`config.mk`:
```
export PLATFORM = sky130hd
export DESIGN_NAME = alu_pipe_flat
export DESIGN_NICKNAME = d
export VERILOG_FILES = /design/src/rtl/alu_pipe_if.sv /design/src/rtl/alu_pipe.sv /design/src/flat_wrapper.sv
export SDC_FILE = /design/constraint.sdc
export NUM_CORES = 1
export LEC_CHECK = 0
export BUFFER_PORTS_ARGS = -buffer_cell sky130_fd_sc_hd__clkbuf_2
export CAP_MARGIN = 15
export CELL_PAD_IN_SITES_DETAIL_PLACEMENT = 0
export CELL_PAD_IN_SITES_GLOBAL_PLACEMENT = 1
export CORE_MARGIN = 2
export CORE_UTILIZATION = 30
export CTS_CLUSTER_SIZE = 24
export DETAILED_ROUTE_END_ITERATION = 12
export GPL_ROUTABILITY_DRIVEN = 1
export PLACE_DENSITY_LB_ADDON = 0.1
export SYNTH_ARGS = -nofsm -noshare
export SYNTH_HDL_FRONTEND = slang
export SYNTH_SLANG_ARGS = --single-unit
```
`constraint.sdc`:
```
create_clock -name clk -period 4.6 [get_ports clk]
set_clock_uncertainty 0.05 [all_clocks]
set_input_delay 0.23 -clock clk [delete_from_list [all_inputs] [get_ports clk]]
set_output_delay 0.23 -clock clk [all_outputs]
set_load 0.02 [all_outputs]
```
`src/rtl/alu_pipe_if.sv`:
```
// alu_pipe_if: operand/result handshake bundle for alu_pipe.
//   Optional sat signal is present only when ALU_SAT_EN is defined.
//   Handshake rule on both sides: a beat transfers on a rising clk edge
//   where valid && ready. The master holds its payload and valid until that
//   edge. ready may depend on the other side's ready, never on valid.
interface alu_pipe_if #(parameter int W = 16);
  logic         in_valid;
  logic         in_ready;
  logic [W-1:0] A;
  logic [W-1:0] B;
  logic [2:0]   Op;
`ifdef ALU_SAT_EN
  logic         sat;
`endif
  logic         out_valid;
  logic         out_ready;
  logic [W-1:0] y;
  logic [3:0]   flags;

  // Issue side plus result consumer (test or surrounding logic).
  modport master (
`ifdef ALU_SAT_EN
    output sat,
`endif
    output in_valid, A, B, Op, out_ready,
    input  in_ready, out_valid, y, flags
  );

  // The ALU itself.
  modport slave (
`ifdef ALU_SAT_EN
    input  sat,
`endif
    input  in_valid, A, B, Op, out_ready,
    output in_ready, out_valid, y, flags
  );
endinterface

```
`src/rtl/alu_pipe.sv`:
```
// alu_pipe: two-stage pipelined ALU with a valid/ready handshake on both sides.
//   Stage 1 registers the operand beat. Stage 2 registers the result and the
//   {Z,N,C,V} flags. It sustains one op per cycle, and up to two beats can be
//   in flight.
//   Optional feature: ALU_SAT_EN adds a sat input. With sat set, ADD and SUB
//   clamp to the signed limits on overflow.
module alu_pipe #(
  parameter int W = 16
) (
  input  logic      clk,
  input  logic      reset,
  alu_pipe_if.slave bus
);

  localparam int SHW = $clog2(W);
  localparam logic [W-1:0] SMAX = {1'b0, {(W-1){1'b1}}};
  localparam logic [W-1:0] SMIN = {1'b1, {(W-1){1'b0}}};

  typedef enum logic [2:0] {
    OP_ADD = 3'b000,
    OP_SUB = 3'b001,
    OP_AND = 3'b010,
    OP_OR  = 3'b011,
    OP_XOR = 3'b100,
    OP_SLL = 3'b101,
    OP_SRL = 3'b110,
    OP_SRA = 3'b111
  } op_e;

  // Stage 1 holding registers.
  logic         s1_v;
  logic [W-1:0] s1_a;
  logic [W-1:0] s1_b;
  op_e          s1_op;
`ifdef ALU_SAT_EN
  logic         s1_sat;
`endif

  logic s2_adv;
  logic s1_adv;
  logic accept;

  // Stage 2 may load when it is empty or its result leaves this cycle.
  // Stage 1 may take a new beat when it is empty or it is moving into stage 2.
  assign s2_adv       = !bus.out_valid || bus.out_ready;
  assign s1_adv       = s1_v && s2_adv;
  assign bus.in_ready = !s1_v || s2_adv;
  assign accept       = bus.in_valid && bus.in_ready;

  // Execute datapath. Each W+1 bit extension carries the last bit shifted out
  // (or the carry/borrow) in its extra bit.
  logic [SHW-1:0] amt;
  logic [W:0]     add_ext;
  logic [W:0]     sub_ext;
  logic [W:0]     sll_ext;
  logic [W:0]     srl_ext;
  logic [W:0]     sra_ext;
  logic [W-1:0]   res_y;
  logic           res_c;
  logic           res_v;

  // Compute the result and the C/V flags for the op held in stage 1.
  always_comb begin
    amt     = s1_b[SHW-1:0];
    add_ext = {1'b0, s1_a} + {1'b0, s1_b};
    sub_ext = {1'b0, s1_a} - {1'b0, s1_b};
    sll_ext = {1'b0, s1_a} << amt;
    srl_ext = {s1_a, 1'b0} >> amt;
    sra_ext = (W+1)'($signed({s1_a, 1'b0}) >>> amt);
    res_y   = '0;
    res_c   = 1'b0;
    res_v   = 1'b0;
    case (s1_op)
      OP_ADD: begin
        res_y = add_ext[W-1:0];
        res_c = add_ext[W];
        res_v = (s1_a[W-1] == s1_b[W-1]) && (add_ext[W-1] != s1_a[W-1]);
      end
      OP_SUB: begin
        res_y = sub_ext[W-1:0];
        res_c = !sub_ext[W];
        res_v = (s1_a[W-1] != s1_b[W-1]) && (sub_ext[W-1] != s1_a[W-1]);
      end
      OP_AND: res_y = s1_a & s1_b;
      OP_OR:  res_y = s1_a | s1_b;
      OP_XOR: res_y = s1_a ^ s1_b;
      OP_SLL: begin
        res_y = sll_ext[W-1:0];
        res_c = sll_ext[W];
      end
      OP_SRL: begin
        res_y = srl_ext[W:1];
        res_c = srl_ext[0];
      end
      OP_SRA: begin
        res_y = sra_ext[W:1];
        res_c = sra_ext[0];
      end
      default: res_y = '0;
    endcase
`ifdef ALU_SAT_EN
    // The sign of A gives the overflow direction for both ADD and SUB.
    if (s1_sat && res_v && (s1_op == OP_ADD || s1_op == OP_SUB))
      res_y = s1_a[W-1] ? SMIN : SMAX;
`endif
  end

  // Stage 1: capture an accepted beat, or empty out when the beat moves on.
  always_ff @(posedge clk or posedge reset) begin
    if (reset) begin
      s1_v   <= 1'b0;
      s1_a   <= '0;
      s1_b   <= '0;
      s1_op  <= OP_ADD;
`ifdef ALU_SAT_EN
      s1_sat <= 1'b0;
`endif
    end else if (accept) begin
      s1_v   <= 1'b1;
      s1_a   <= bus.A;
      s1_b   <= bus.B;
      s1_op  <= op_e'(bus.Op);
`ifdef ALU_SAT_EN
      s1_sat <= bus.sat;
`endif
    end else if (s1_adv) begin
      s1_v <= 1'b0;
    end
  end

  // Stage 2: register the result and flags. Everything holds during a stall.
  always_ff @(posedge clk or posedge reset) begin
    if (reset) begin
      bus.out_valid <= 1'b0;
      bus.y         <= '0;
      bus.flags     <= '0;
    end else if (s2_adv) begin
      bus.out_valid <= s1_v;
      if (s1_adv) begin
        bus.y     <= res_y;
        bus.flags <= {(res_y == '0), res_y[W-1], res_c, res_v};
      end
    end
  end

endmodule

```
`src/flat_wrapper.sv`:
```
// flat-port wrapper written by rule: the top's interface ports become plain ports
module alu_pipe_flat 
#(
  parameter int W = 16
)
  (clk, reset, bus_in_valid, bus_A, bus_B, bus_Op, bus_out_ready, bus_in_ready, bus_out_valid, bus_y, bus_flags);
  alu_pipe_if #(.W(W)) bus_i ();
  input  logic clk;
  input  logic reset;
  input wire logic [$bits(bus_i.in_valid)-1:0] bus_in_valid;
  input wire logic [$bits(bus_i.A)-1:0] bus_A;
  input wire logic [$bits(bus_i.B)-1:0] bus_B;
  input wire logic [$bits(bus_i.Op)-1:0] bus_Op;
  input wire logic [$bits(bus_i.out_ready)-1:0] bus_out_ready;
  output wire logic [$bits(bus_i.in_ready)-1:0] bus_in_ready;
  output wire logic [$bits(bus_i.out_valid)-1:0] bus_out_valid;
  output wire logic [$bits(bus_i.y)-1:0] bus_y;
  output wire logic [$bits(bus_i.flags)-1:0] bus_flags;
  assign bus_i.in_valid = bus_in_valid;
  assign bus_i.A = bus_A;
  assign bus_i.B = bus_B;
  assign bus_i.Op = bus_Op;
  assign bus_i.out_ready = bus_out_ready;
  assign bus_in_ready = bus_i.in_ready;
  assign bus_out_valid = bus_i.out_valid;
  assign bus_y = bus_i.y;
  assign bus_flags = bus_i.flags;
  alu_pipe #(.W(W)) u_core (.clk(clk), .reset(reset), .bus(bus_i));
endmodule
```
==> summary.txt <==
Timing
  • RSZ-0062 raised after global routing: no
  • Hold slack: 0.05767 ns
  • Max Clk Rate: 260.8 MHz
  • Final min period: 3.834 ns
  • Fin. max-slew vios: 0
  • Period utilization: 83.35%
  • Setup Viol. Count Final: 0
  • Final Hold Fails: 0
  • Worst slew pin tran: 1.054 ns
  • Sum Neg Setup Slack: 0 ns
  • Relative slew slack: 27.92%

Yosys
  • Top post-synthesis cells by area: dfrtp_1, mux2_2, ha_1
  • Count of distinct cell types in the synthesized netlist: 80
  • Mapped Avg Cell Area: 8.414 µm²
  • Net count after synthesis: 845
  • Post-Synth Simple-Gate Area: 16.76%
  • Number of synthesized flops with an enable pin: 0
  • Main combinational cell family by area after synthesis: compound AO/OA/AOI/OAI gates
  • Synth Register Bits: 56
  • Post-synth top flop: dfrtp_1
  • Yosys Warn Count: 0
  • Proportion of synthesized area in mux cells: 17.79%
  • Compound-Gate Fraction of Synth Area: 24.82%
  • Seq/Total Area, Yosys: 22.06%
  • Post-synth ARST share: 100.0%
  • Synthesized cell area: 6352 µm²
  • Area leader, netlist: dfrtp_1
  • Synth Area in Adders: 10.28%
  • Xor/xnor share of the synthesized area: 1.241%
  • Syn Inst Count: 755
  • Synth top area share: 22.06%
  • Synth top cells by count: mux2_2, nand2_1, dfrtp_1

Global route
  • Vias in the first global route: 5941
  • Largest net degree at the start of global routing: 57
  • Global-route wire length before repair: 37310 µm
  • Initial antenna violation count: 2
  • Total GRT Usage: 22.36%
  • Total gr overflow: 0

Detailed routing
  • Via count: 6090
  • Drt first pass iters: 6
  • DRC errors left: 0
  • Drt via density: 5.740
  • Iter 0 DRT Violations: 423
  • Routed WL: 24690 µm
  • Post-DR wirelength/cell: 23.27 µm
  • Final ANT Viol Nets: 0

Setup path
  • CP max FO: 24
  • CP required: 4.79 ns
  • Data arrival, critical path: 4.03 ns
  • Reg2Reg Depth: 11
  • CP endpoint kind: register
  • Crit start category: register
  • Worst setup path category: register to register

Power
  • Leak: 3.075 nW
  • Pwr per Cell Area: 438.5 nW/µm²
  • Peak supply drop: 0.0001510 V

Clock tree
  • Hold buffers post-CTS: 0
  • Root Driver: clkbuf_16
  • CTS tree: built
  • Clk sinks: 56
  • TritonCTS buffer count: 5
  • CTS resizes: 0
  • H-tree Lvls: 2
  • CTS Buffer Depth: 2
  • Clk slew on worst S/H paths: 0.08 ns
  • Worst-Skew Late Latency: 0.31 ns
  • Post-CTS Setup Bufs: 0

Flow run
  • Max-cap check violation count: 0

Floorplanning
  • Die area: 22350 µm²
  • Core area: 20890 µm²
  • I/O pin cnt: 61
  • Die Y: 149.5 µm
  • Starting Density: 30.41%
  • Die width: 149.5 µm
  • Num rows: 53

Finish
  • FILL cells: 2239
  • Post-Layout Inst Area: 7076 µm²
  • Layout Nets: 875
  • Area Overhead vs Synth: 11.38%
  • Final non-filler cell total: 1061
  • Share of layout cells above drive strength 1: 22.26%
  • # diodes: 0

Min path
  • Hold Crit Class: primary input to asynchronous set/reset pin

Place
  • Placed cells: 1053
  • PortBufs: 60
  • Dpl cell area: 6887 µm²
  • Detailed Place HPWL: 18960 µm
  • RePlAce Congestion: 0.8999

Outcome
  • Status: completed
-- critical path: stages, from the launching register on --
cell and delay, ns:
dfrtp_2 0.62, buf_4 0.36, mux2_2 0.39, mux2i_1 0.22
o21a_1 0.21, nor2_1 0.05, a2111oi_0 0.83, buf_4 0.24
o21ai_0 0.12, nor4_1 0.36, nand4_1 0.16, o21ai_1 0.13
-- state kept, by name, summed over array words and instances, names as in the netlist --
signal                count
u_core.bus.out_valid      1
u_core.s1_b              16
u_core.s1_op              3
u_core.s1_a              16
u_core.bus.flags          4
u_core.bus.y             15
u_core.s1_v               1
-- stage by stage --
stage	setup slack (ns)	total power, mW	utilization [%]
2_1_floorplan	1.058	1.998	-
3_3_place_gp	0.7715	2.582	32.97
3_5_place_dp	0.8523	2.580	32.97
4_1_cts	0.8310	3.114	33.87
5_1_grt	0.4957	3.323	33.87
6_report	0.7658	3.102	33.87
-- layout by cell type (no fill, tap or decap), drive strengths merged, types with 8 or more instances in the layout --
cell type,synthesis,final
a211oi,11,11
a21oi,46,46
a22oi,10,10
and3,8,8
buf,21,18
clkbuf,34,66
dfrtp,56,56
ha,49,49
inv,51,51
mux2,59,59
mux2i,24,24
mux4,10,10
nand2,59,59
nand2b,13,13
nand3,14,14
nor2,52,52
nor2b,11,11
nor3,15,15
o211ai,9,9
o21a,12,12
o21ai,39,39
o22ai,10,10
or3,10,10
-- layer usage --
| metal | track usage, % | wire length (µm) |
|---|---|---|
| met5 | 0 | 13 |
| met4 | 7.238 | 679 |
| met3 | 3.049 | 1079 |
| met2 | 35.71 | 11310 |
| met1 | 31.12 | 11610 |
-- worst paths after layout --
kind	slack, ns	from	to
setup / recovery	0.77	u_core.s1_b[1]$_DFFE_PP0P_	u_core.bus.flags[3]$_DFFE_PP0P_
min in group clk	0.08	bus_in_valid	u_core.s1_v$_DFFE_PP0P_
setup reg to reg	0.77	u_core.s1_b[1]$_DFFE_PP0P_	u_core.bus.flags[3]$_DFFE_PP0P_
hold reg to reg	0.42	u_core.bus.y[12]$_DFFE_PP0P_	u_core.bus.y[12]$_DFFE_PP0P_
max in group asynchronous	3.91	reset	u_core.s1_b[1]$_DFFE_PP0P_
hold / removal	0.06	reset	u_core.s1_a[14]$_DFFE_PP0P_
-- where the power goes --
group / leakage, nW / switching (mW) / internal, mW
Clock: 0.0911 / 0.204 / 0.313
Combinational: 2.32 / 1.11 / 0.712
Sequential: 0.666 / 0.162 / 0.604
-- cells by family after synthesis --
kind of cell | Yosys count
AO/OA/AOI/OAI | 225
XOR/XNOR | 9
adder cells (fa/ha/maj) | 51
buffers and inverters | 108
flip-flops | 56
multiplexers | 93
AND/OR/NAND/NOR | 213
-- cell type report --
type	instances	area, µm²	share of cell area [%]
clock buffers	6	128.9	1.821
well taps	275	344.1	4.863
flip-flops and latches	56	1403	19.82
multi-input cells	591	4506	63.68
inverters	53	198.9	2.812
clock inverters	2	60.06	0.8488
repair buffers	78	435.4	6.154
No activity file was read; power rests on OpenSTA's default activity.
